==> config.mk <==
export PLATFORM = sky130hd
export DESIGN_NAME = wb_latency_bridge
export DESIGN_NICKNAME = d
export VERILOG_FILES = /design/src/rtl/wb_bridge_pkg.sv /design/src/rtl/wb_latency_bridge_lfsr16.sv /design/src/rtl/wb_latency_bridge.sv
export SDC_FILE = /design/constraint.sdc
export NUM_CORES = 1
export LEC_CHECK = 0
export ABC_AREA = 0
export CORE_UTILIZATION = 43
export CTS_CLUSTER_SIZE = 10
export DETAILED_ROUTE_END_ITERATION = 8
export PLACE_DENSITY = 0.85
export SYNTH_ARGS = -nofsm -noshare
export SYNTH_HDL_FRONTEND = slang
export SYNTH_SLANG_ARGS = --single-unit
==> constraint.sdc <==
create_clock -name clk -period 2.8 [get_ports clk]
set_clock_uncertainty 0.05 [all_clocks]
set_input_delay 0.42 -clock clk [delete_from_list [all_inputs] [get_ports clk]]
set_output_delay 0.42 -clock clk [all_outputs]
set_load 0.005 [all_outputs]
==> src/rtl/wb_bridge_pkg.sv <==
// wb_bridge_pkg: shared state encoding, LFSR and Wishbone width constants for the latency bridge.
package wb_bridge_pkg;
  localparam int AW = 30;
  localparam int DW = 32;
  localparam int SW = 4;
  localparam int LFSR_W = 16;
  localparam logic [LFSR_W-1:0] LFSR_TAPS = 16'hB400;
  typedef enum logic [1:0] {IDLE, WAIT, ISSUE, RESP} state_t;
endpackage

==> src/rtl/wb_latency_bridge_lfsr16.sv <==
// lfsr16: 16-bit Galois LFSR (taps 16,14,13,11), advances only when enabled.
module lfsr16
  import wb_bridge_pkg::*;
#(
  parameter logic [LFSR_W-1:0] SEED = 16'hACE1
) (
  input  logic              clk,
  input  logic              rst,
  input  logic              en,
  output logic [LFSR_W-1:0] q
);
  always_ff @(posedge clk)
    if (rst) q <= SEED;
    else if (en) q <= (q >> 1) ^ (q[0] ? LFSR_TAPS : '0);
endmodule

==> src/rtl/wb_latency_bridge.sv <==
// wb_latency_bridge: Wishbone classic bridge inserting fixed or LFSR-random wait states, with timeout error.
module wb_latency_bridge
  import wb_bridge_pkg::*;
#(
  parameter int              WAIT_CYCLES = 2,
  parameter int              RANDOM_WAIT = 0,
  parameter logic [15:0]     LFSR_SEED   = 16'hACE1,
  parameter int              TIMEOUT     = 8
) (
  input  logic          clk,
  input  logic          rst,
  input  logic          s_cyc_i,
  input  logic          s_stb_i,
  input  logic          s_we_i,
  input  logic [SW-1:0] s_sel_i,
  input  logic [AW-1:0] s_adr_i,
  input  logic [DW-1:0] s_dat_i,
  output logic          s_ack_o,
  output logic          s_err_o,
  output logic [DW-1:0] s_dat_o,
  output logic          m_cyc_o,
  output logic          m_stb_o,
  output logic          m_we_o,
  output logic [SW-1:0] m_sel_o,
  output logic [AW-1:0] m_adr_o,
  output logic [DW-1:0] m_dat_o,
  input  logic          m_ack_i,
  input  logic [DW-1:0] m_dat_i
);
  localparam int TW = $clog2(TIMEOUT + 1);
  state_t            state;
  logic [3:0]        wcnt;
  logic [TW-1:0]     tcnt;
  logic              live, ack_r, err_r, accept, live_n;
  logic [3:0]        load;
  logic [LFSR_W-1:0] lfsr;
  assign accept = state == IDLE && s_cyc_i && s_stb_i;
  assign load = RANDOM_WAIT != 0 ? lfsr[3:0] : 4'(WAIT_CYCLES);
  assign live_n = live && s_cyc_i;
  // A master that drops cyc has abandoned the transaction, so its response is never shown.
  assign s_ack_o = ack_r && s_cyc_i;
  assign s_err_o = err_r && s_cyc_i;
  lfsr16 #(.SEED(LFSR_SEED)) u_lfsr (.clk(clk), .rst(rst), .en(accept), .q(lfsr));
  always_ff @(posedge clk)
    if (rst) begin
      state   <= IDLE;
      wcnt    <= '0;
      tcnt    <= '0;
      live    <= 1'b0;
      ack_r   <= 1'b0;
      err_r   <= 1'b0;
      s_dat_o <= '0;
      m_cyc_o <= 1'b0;
      m_stb_o <= 1'b0;
      m_we_o  <= 1'b0;
      m_sel_o <= '0;
      m_adr_o <= '0;
      m_dat_o <= '0;
    end else
      unique case (state)
        IDLE: if (accept) begin
          m_we_o  <= s_we_i;
          m_sel_o <= s_sel_i;
          m_adr_o <= s_adr_i;
          m_dat_o <= s_dat_i;
          wcnt    <= load;
          tcnt    <= '0;
          live    <= 1'b1;
          state   <= load != 0 ? WAIT : ISSUE;
          m_cyc_o <= load == 0;
          m_stb_o <= load == 0;
        end
        WAIT: if (!s_cyc_i) state <= IDLE;
        else begin
          wcnt    <= wcnt - 4'd1;
          state   <= wcnt == 4'd1 ? ISSUE : WAIT;
          m_cyc_o <= wcnt == 4'd1;
          m_stb_o <= wcnt == 4'd1;
        end
        ISSUE: begin
          live <= live_n;
          if (m_ack_i) begin
            s_dat_o <= m_dat_i;
            ack_r   <= live_n;
            m_cyc_o <= 1'b0;
            m_stb_o <= 1'b0;
            state   <= RESP;
          end else if (tcnt == TW'(TIMEOUT - 1)) begin
            err_r   <= live_n;
            m_cyc_o <= 1'b0;
            m_stb_o <= 1'b0;
            state   <= RESP;
          end else tcnt <= tcnt + 1'b1;
        end
        RESP: begin
          ack_r <= 1'b0;
          err_r <= 1'b0;
          state <= IDLE;
        end
      endcase
endmodule

Yosys cells after proc, flatten, opt, wreduce, memory -nomap -nowiden --
Index checks and enable logic that the tools add are counted. Widths: inputs -> output; s select.
Cells by class: multiply operators 0, add/sub/neg operators 2, shift-type cells 0, bitwise gates (word level) 0, eq/ne operators 12, reduce and logical (&&, ||, !) cells 19, divide/modulo/power cells 0, magnitude comparators 0, mux-type cells 25
Operators with widths (number):
- $mux 4 | 5
- $pmux 4 s2 | 2
- $ne 2x2->1 const B | 6
- $mux 2 | 5
- $reduce_and 2->1 | 5
- $mux 1 | 8
- $pmux 2 s4 | 1
- $reduce_and 4->1 | 2
- $pmux 1 s2 | 3
- $reduce_and 3->1 | 2
- $reduce_bool 2->1 | 3
- $logic_and 1x1->1 | 5
- $add 4x1->4 const B | 1
- $eq 2x2->1 const B | 2
- $eq 4x1->1 const B | 1
- $eq 4x3->1 const B | 1
- $sub 4x1->4 const B | 1
- $ne 3x3->1 const B | 1
- $pmux 1 s3 | 1
- $reduce_bool 3->1 | 1
- $eq 2x1->1 const B | 1
- $logic_not 2->1 | 1
Word-level totals: register bits 113, word-level logic and storage cells 70, bits of input ports 104, memories 0, output and inout bits 103, memory bits (read-only) 0, RAM bits 0, bits in latches 0

Longest topological paths before layout --
Gate-level depths: netlist of run 1.
word-level depth 5, depth in mapped cells 6, gate-level depth less buffers 5

Worst setup path after synthesis of run 1 --
OpenSTA, ideal clock, no wires.
path type input -> register, start point in m_ack_i, end point reg tcnt[3], buffers on the path 1, data required time 2676 ps, slack 1141 ps, arrival time 1535 ps, library setup time 74 ps, cell stages on the path 4, cell sequence or3b_1 > buf_2 > or4_1 > a31oi_1
On the way: cells in the longest elaborated chain, start to end 2
RTL lines:
- from (decl) | RTL line wb_latency_bridge.sv:27 | input logic m_ack_i,
- $ne 2x2->1 (no line)
- $reduce_and 4->1 (no line)
- to (signal assigned) | RTL line wb_latency_bridge.sv:93 | end else tcnt <= tcnt + 1'b1;
- to (decl) | RTL line wb_latency_bridge.sv:33 | logic [TW-1:0] tcnt;
Every way passes these cells. A chain may end at the register's enable or synchronous reset.

Worst setup path in the final report of run 1 --
start point in s_cyc_i, end point out s_ack_o
On the way: cells in the longest elaborated chain, start to end 1
RTL lines:
- from (decl) | RTL line wb_latency_bridge.sv:12 | input logic s_cyc_i,
- $logic_and 1x1->1 | RTL line wb_latency_bridge.sv:41 | assign s_ack_o = ack_r && s_cyc_i;
- to (decl) | RTL line wb_latency_bridge.sv:18 | output logic s_ack_o,
Every way passes these cells.

==> results.cfg, run 1 <==
[critical_path]
reg2reg_to = tcnt[3]$_SDFFE_PP0P_
critPathLaunch = s_cyc_i
crit_fanout = 12
required_ps = 2330
rr_worst_depth = 3
critPathKind = primary input to output port
crit_end = s_ack_o
rrSetupSlack_ps = 860
worstPathArrival_ps = 1900
critPathCaptureType = output port
cp-start-kind = primary input

[grt]
grt_pass1_vias = 4214
antenna_found_initial = 0
grt_pass1_wl_um = 19070
grtUsageTotal_pct = 23.90
grt_max_degree = 68
grt_overflow = 0

[timing]
post-route-min-period_ps = 2372
final-setup-viol-count = 0
rsz0062_at_grt = false
post-route-period-util_pct = 84.73
totalNegativeSetupSlack_ps = 0
worst_pin_slew_ps = 674.8
final-max-slew-violation-count = 0
fmax_ghz = 0.4215
slew_headroom_pct = 55.01
worst_slack_ps = 427.6
finalHoldViolCount = 0

[synthesis]
synth_warnings = 0
synth_edf_count = 0
yosys-top-cells-area = dfxtp_1 54%, nand2_1 18%, a21oi_1 13%
yosys.area.top_type = dfxtp_1
syn_inst = 524
yosysMostFrequentCell = nand2_1
ys_types = 34
seq_area_frac_synth_pct = 54.33
synth.net_count = 631
ys.flop_type = dfxtp_1
synth-async-reset-ratio_pct = 0
synth_common_cells = 200 x nand2_1, 113 x dfxtp_1, 107 x a21oi_1, 32 x clkbuf_1, 7 x buf_2
synth_top_area_share_pct = 54.33
syn_avg_cell_area_um2 = 7.947
syn_area_um2 = 4164
synth_seq_cells = 113

[routing]
wirelength_um = 11900
drt_iter0_drc = 121
wire_per_inst_um = 13.90
dr.pass1.iters = 5
drc = 0
num_vias = 4244
via_per_inst = 4.958
antenna_left = 0

[cts]
cts_setup_buffers = 0
clockBufferDepth = 2
insertion_delay_ps = 490
cts_tree = done
htree_levels = 4
cts_resized = 0
cts_num_sinks = 113
cts_buffers = 17
clkTransAtPathRegs_ps = 50
cts_hold_buf = 0
clockRootBuffer = clkbuf_8

[floorplan]
rows = 35
die_y_um = 100.4
die_w_um = 100.4
ios = 207
start_util_pct = 44.64
die_area_um2 = 10080
core_um2 = 9328

[layout]
multi_input_area_um2 = 1737
num-fill-cells = 706
n_antenna_cell = 0
nets = 821
area_delta_synth_final_pct = 63.97
seqCellArea_um2 = 2262
layout-drive-gt1-share_pct = 5.640

[worst_hold_path]
hold_path.class = primary input to register

[job]
drv_cap = 0

[power_and_ir_drop]
vdd_ir_drop_max_mv = 0.3616
power.density_nw_per_um2 = 579.5
power.leakage_nw = 2.409

[place]
gp_congestion = 0.7981
portBuffers = 206
dpl_worst_slack_ps = 442.1
dp.final_hpwl_um = 8209

[status]
run_status = finished clean
power by group:
group / internal (mW) / total [mW] / switching [mW]
clock: 1.12 / 1.84 / 0.717
sequential: 1.66 / 1.70 / 0.0340
combinational: 0.260 / 0.423 / 0.163
total: 3.04 / 3.96 / 0.914
cell usage in the layout (no fill, tap or decap):
cell type / synthesis / final
a211o_1: 1 / 1
a21oi_1: 107 / 107
a31oi_1: 3 / 3
and2_1: 2 / 2
and3_1: 1 / 1
and3b_1: 3 / 3
and4bb_2: 1 / 1
buf_12: 0 / 3
buf_4: 1 / 3
clkbuf_1: 32 / 2
clkbuf_16: 0 / 16
clkbuf_8: 0 / 3
clkdlybuf4s50_1: 0 / 205
clkinv_2: 0 / 7
clkinvlp_4: 0 / 4
dfxtp_1: 113 / 113
ha_1: 3 / 3
inv_1: 5 / 5
nand2_1: 200 / 200
nand2b_1: 2 / 2
nand3_1: 3 / 3
nand3b_1: 2 / 2
nand4_1: 1 / 1
nand4b_1: 2 / 2
nand4bb_4: 0 / 1
nor2_1: 2 / 2
nor2b_1: 3 / 3
nor3_1: 1 / 1
nor3b_1: 2 / 2
o211ai_1: 5 / 5
o21a_1: 1 / 1
o21ai_0: 6 / 6
o21bai_1: 1 / 1
o221a_2: 2 / 2
o31ai_1: 2 / 2
or3_1: 3 / 3
or3b_1: 2 / 2
or3b_2: 1 / 1
or4_1: 3 / 3
routing by layer:
metal | wire (µm) | track usage [%] | up-vias | part of all wire (%)
met5 | 0 | 0 | - | 0
met2 | 6100 | 41.04 | 157 | 51
met3 | 901 | 9.331 | 32 | 7.6
met1 | 4491 | 25.02 | 1950 | 38
li1 | - | - | 2105 | -
met4 | 407 | 13.27 | 0 | 3.4
worst min path at each step:
stage	depth (start not counted)	startpoint	slack [ps]	end
3_5_place_dp	2	m_dat_o[21]$_SDFFE_PP0P_	400	m_dat_o[21]$_SDFFE_PP0P_
6_report	2	rst	390	register
3_3_place_gp	2	m_sel_o[0]$_SDFFE_PP0P_	390	m_sel_o[0]$_SDFFE_PP0P_
2_1_floorplan	2	ack_r$_SDFFE_PP0P_	380	ack_r$_SDFFE_PP0P_
5_1_grt	3	s_sel_i[0]	410	m_sel_o[0]$_SDFFE_PP0P_
4_1_cts	2	rst	370	register
critical path, cell delays in order:
cell	delay (ps)
clkdlybuf4s50_1	770
and2_1	210
clkdlybuf4s50_1	500
state kept, by name, indices dropped and copies added (netlist names), named ones only:
name / count
m_stb_o: 1
ack_r: 1
err_r: 1
s_dat_o: 32
tcnt: 4
wcnt: 4
m_we_o: 1
m_dat_o: 32
state: 1
live: 1
m_adr_o: 30
m_sel_o: 4
through the flow:
stage                     hold slack, ps  cells  utilization (%)  power, mW  cell area [µm²]
after floorplan                    377.3    524                -      1.867             4164
after global placement             390.7    824            67.69      2.137             6314
after detailed placement           395.5    824            67.69      2.151             6314
after CTS                          373.6    856            73.20      3.987             6828
after global routing               406.7    856            73.20      4.108             6828
final                              393.9    856            73.20      3.956             6828
kinds of logic after synthesis:
| group | after synthesis | synth area share (%) |
|---|---|---|
| flip-flops | 113 | 54.33 |
| AO/OA/AOI/OAI | 128 | 16.41 |
| buffers and inverters | 45 | 4.357 |
| adder cells (fa/ha/maj) | 3 | 0.9015 |
| AND/OR/NAND/NOR | 235 | 24.01 |
area by class of cell:
cell class	count	area share, %
Clock buffer	21	6.579
Clock inverter	11	0.9529
Inverter	5	0.2749
Multi-Input combinational cell	366	25.44
Sequential cell	113	33.13
Tap cell	129	2.364
Timing Repair Buffer	211	31.26
Note: power is estimated with default switching activity, not from simulation.
==> inputs of run 2 (changes only) <==
Settings changed: CORE_UTILIZATION 43 to 36, PLACE_DENSITY 0.85 to 0.76.
Clock period 2.8 ns to 1.94 ns, I/O delays scaled along.
==> run 2 against run 1 <==
Effect of this change: combinational power rose by 46%; design area up 2.3%; flip-flop and latch count did not move; total power increased by 54%; core utilization shrank 9.9 points; clock power grew 65%; critical path type is now register to output port; critical endpoint is now s_err_o; largest cell class unchanged.
==> results.cfg, run 2 (same netlist as run 1, synthesis figures left out) <==
[routing]
num_vias = 4213
drt_iter0_drc = 170
wire_per_inst_um = 13.59
dr.pass1.iters = 4
drc = 0
met2_length_um = 6127
wirelength_um = 11870
top_layer_used = met4
via_per_inst = 4.820
antenna_left = 0
wl_met1_um = 4616
dr_wl_met3_um = 897

[cts]
clockBufferDepth = 2
cts_buffers = 17
cts_tree = done
clockRootBuffer = clkbuf_16
cts_hold_buf = 0
insertion_delay_ps = 400
cts_num_sinks = 113
clkTransAtPathRegs_ps = 50
htree_levels = 4

[critical_path]
cp-start-kind = register
crit_fanout = 3
worstPathArrival_ps = 1410
critPathCaptureType = output port
required_ps = 1600
critPathKind = register to output port

[floorplan]
die_area_um2 = 12000
die_w_um = 109.6
die_y_um = 109.6
start_util_pct = 37.75
core_um2 = 11030
ios = 207
rows = 38

[timing]
slew_headroom_pct = 70.20
final-max-slew-violation-count = 0
post-route-min-period_ps = 1751
final-setup-viol-count = 0
post-route-period-util_pct = 90.25
fmax_ghz = 0.5712
rsz0062_at_grt = false
totalNegativeSetupSlack_ps = 0
finalHoldViolCount = 0
worst_pin_slew_ps = 447.0
whs_ps = 286.4

[power_and_ir_drop]
power.internal_mw = 4.836
pwr-share-seq_pct = 40.2
pwr-share-clk_pct = 49.7
power.density_nw_per_um2 = 873.3
switching_share_pct = 20.71
vdd_ir_drop_max_mv = 0.5339
power.leakage_nw = 2.487
share_comb_of_total_power_pct = 10.1
netSwitchingPower_mw = 1.263

[layout]
final_util_pct = 63.32
area_delta_synth_final_pct = 67.73
layout_commonest_cell = clkdlybuf4s50_1
final_cells = 874
layout-drive-gt1-share_pct = 6.131
mostFrequentLayoutCells = 204 x clkdlybuf4s50_1, 200 x nand2_1, 113 x dfxtp_1
n_antenna_cell = 0
fin_area_um2 = 6984
nets = 829
top_regs = m_dat_o x32, s_dat_o x32, m_adr_o x30
num-fill-cells = 915

[place]
portBuffers = 206
dp.cells = 843
dp.final_hpwl_um = 8148
gp_congestion = 0.7686
post_dp_cell_area_um2 = 6400

[worst_hold_path]
hold_path.class = primary input to register

[grt]
grt_pass1_vias = 4122
grt_pass1_wl_um = 18600
antenna_found_initial = 0
grt_overflow = 0
grtUsageTotal_pct = 20.14
grt_max_degree = 68

[job]
drv_cap = 0

[status]
run_status = finished clean
run 2: changes by cell type in the layout (fill, tap and decap cells not counted), sizes merged:
cell | before | now
clkbuf | 21 | 27
buf | 6 | 14
clkinvlp | 4 | 1
bufinv | 0 | 2
clkinv | 7 | 1
dlygate4sd2 | 0 | 1
clkdlybuf4s50 | 205 | 204
run 2: what timing repair did:
action	CTS	global route
resized for setup	1	0
setup buffers	0	0
setup endpoints to repair	2	0
run 2: metrics by stage:
stage,setup slack [ps],power (mW)
3_3_place_gp,-71.58,3.098
6_report,189.2,6.099
2_1_floorplan,303.1,2.694
5_1_grt,137.3,6.332
4_1_cts,164.2,6.175
3_5_place_dp,-64.47,3.115
run 2: cell type report:
cell class / count / area, µm² / area share, %
clock buffers: 27 / 513.0 / 7.345
clock inverters: 4 / 72.57 / 1.039
inverters: 5 / 18.77 / 0.2687
multi-input cells: 366 / 1737 / 24.87
flip-flops and latches: 113 / 2262 / 32.39
well taps: 140 / 175.2 / 2.508
repair buffers: 219 / 2206 / 31.58
run 2: final timing paths:
kind	start	endpoint	slack (ps)	cells past startpoint
worst min-delay path	rst	m_we_o$_SDFFE_PP0P_	290	2
worst max-delay path	err_r$_SDFFE_PP0P_	s_err_o	190	2
worst min register to register	m_dat_o[31]$_SDFFE_PP0P_	m_dat_o[31]$_SDFFE_PP0P_	400	2
worst max register to register	tcnt[0]$_SDFFE_PP0P_	tcnt[3]$_SDFFE_PP0P_	260	4
run 2: power by group through the flow:
stage | Sequential [mW] | Clock (mW) | Combinational [mW]
after CTS | 2.45 | 3.10 | 0.624
after floorplan | 2.50 | 0 | 0.199
after global placement | 2.49 | 0 | 0.608
final | 2.45 | 3.03 | 0.618
after global routing | 2.46 | 3.20 | 0.674
after detailed placement | 2.50 | 0 | 0.620
run 2: layer usage:
layer  track usage [%]  vias up
met5                 0        -
met4             10.48        0
met3             8.062       16
met2             34.91      139
met1             20.94     1938
li1                  -     2120
run 2: critical path, stage by stage, from the launching register on:
cell and delay (ps):
dfxtp_1 360, and2_1 150, clkdlybuf4s50_1 500
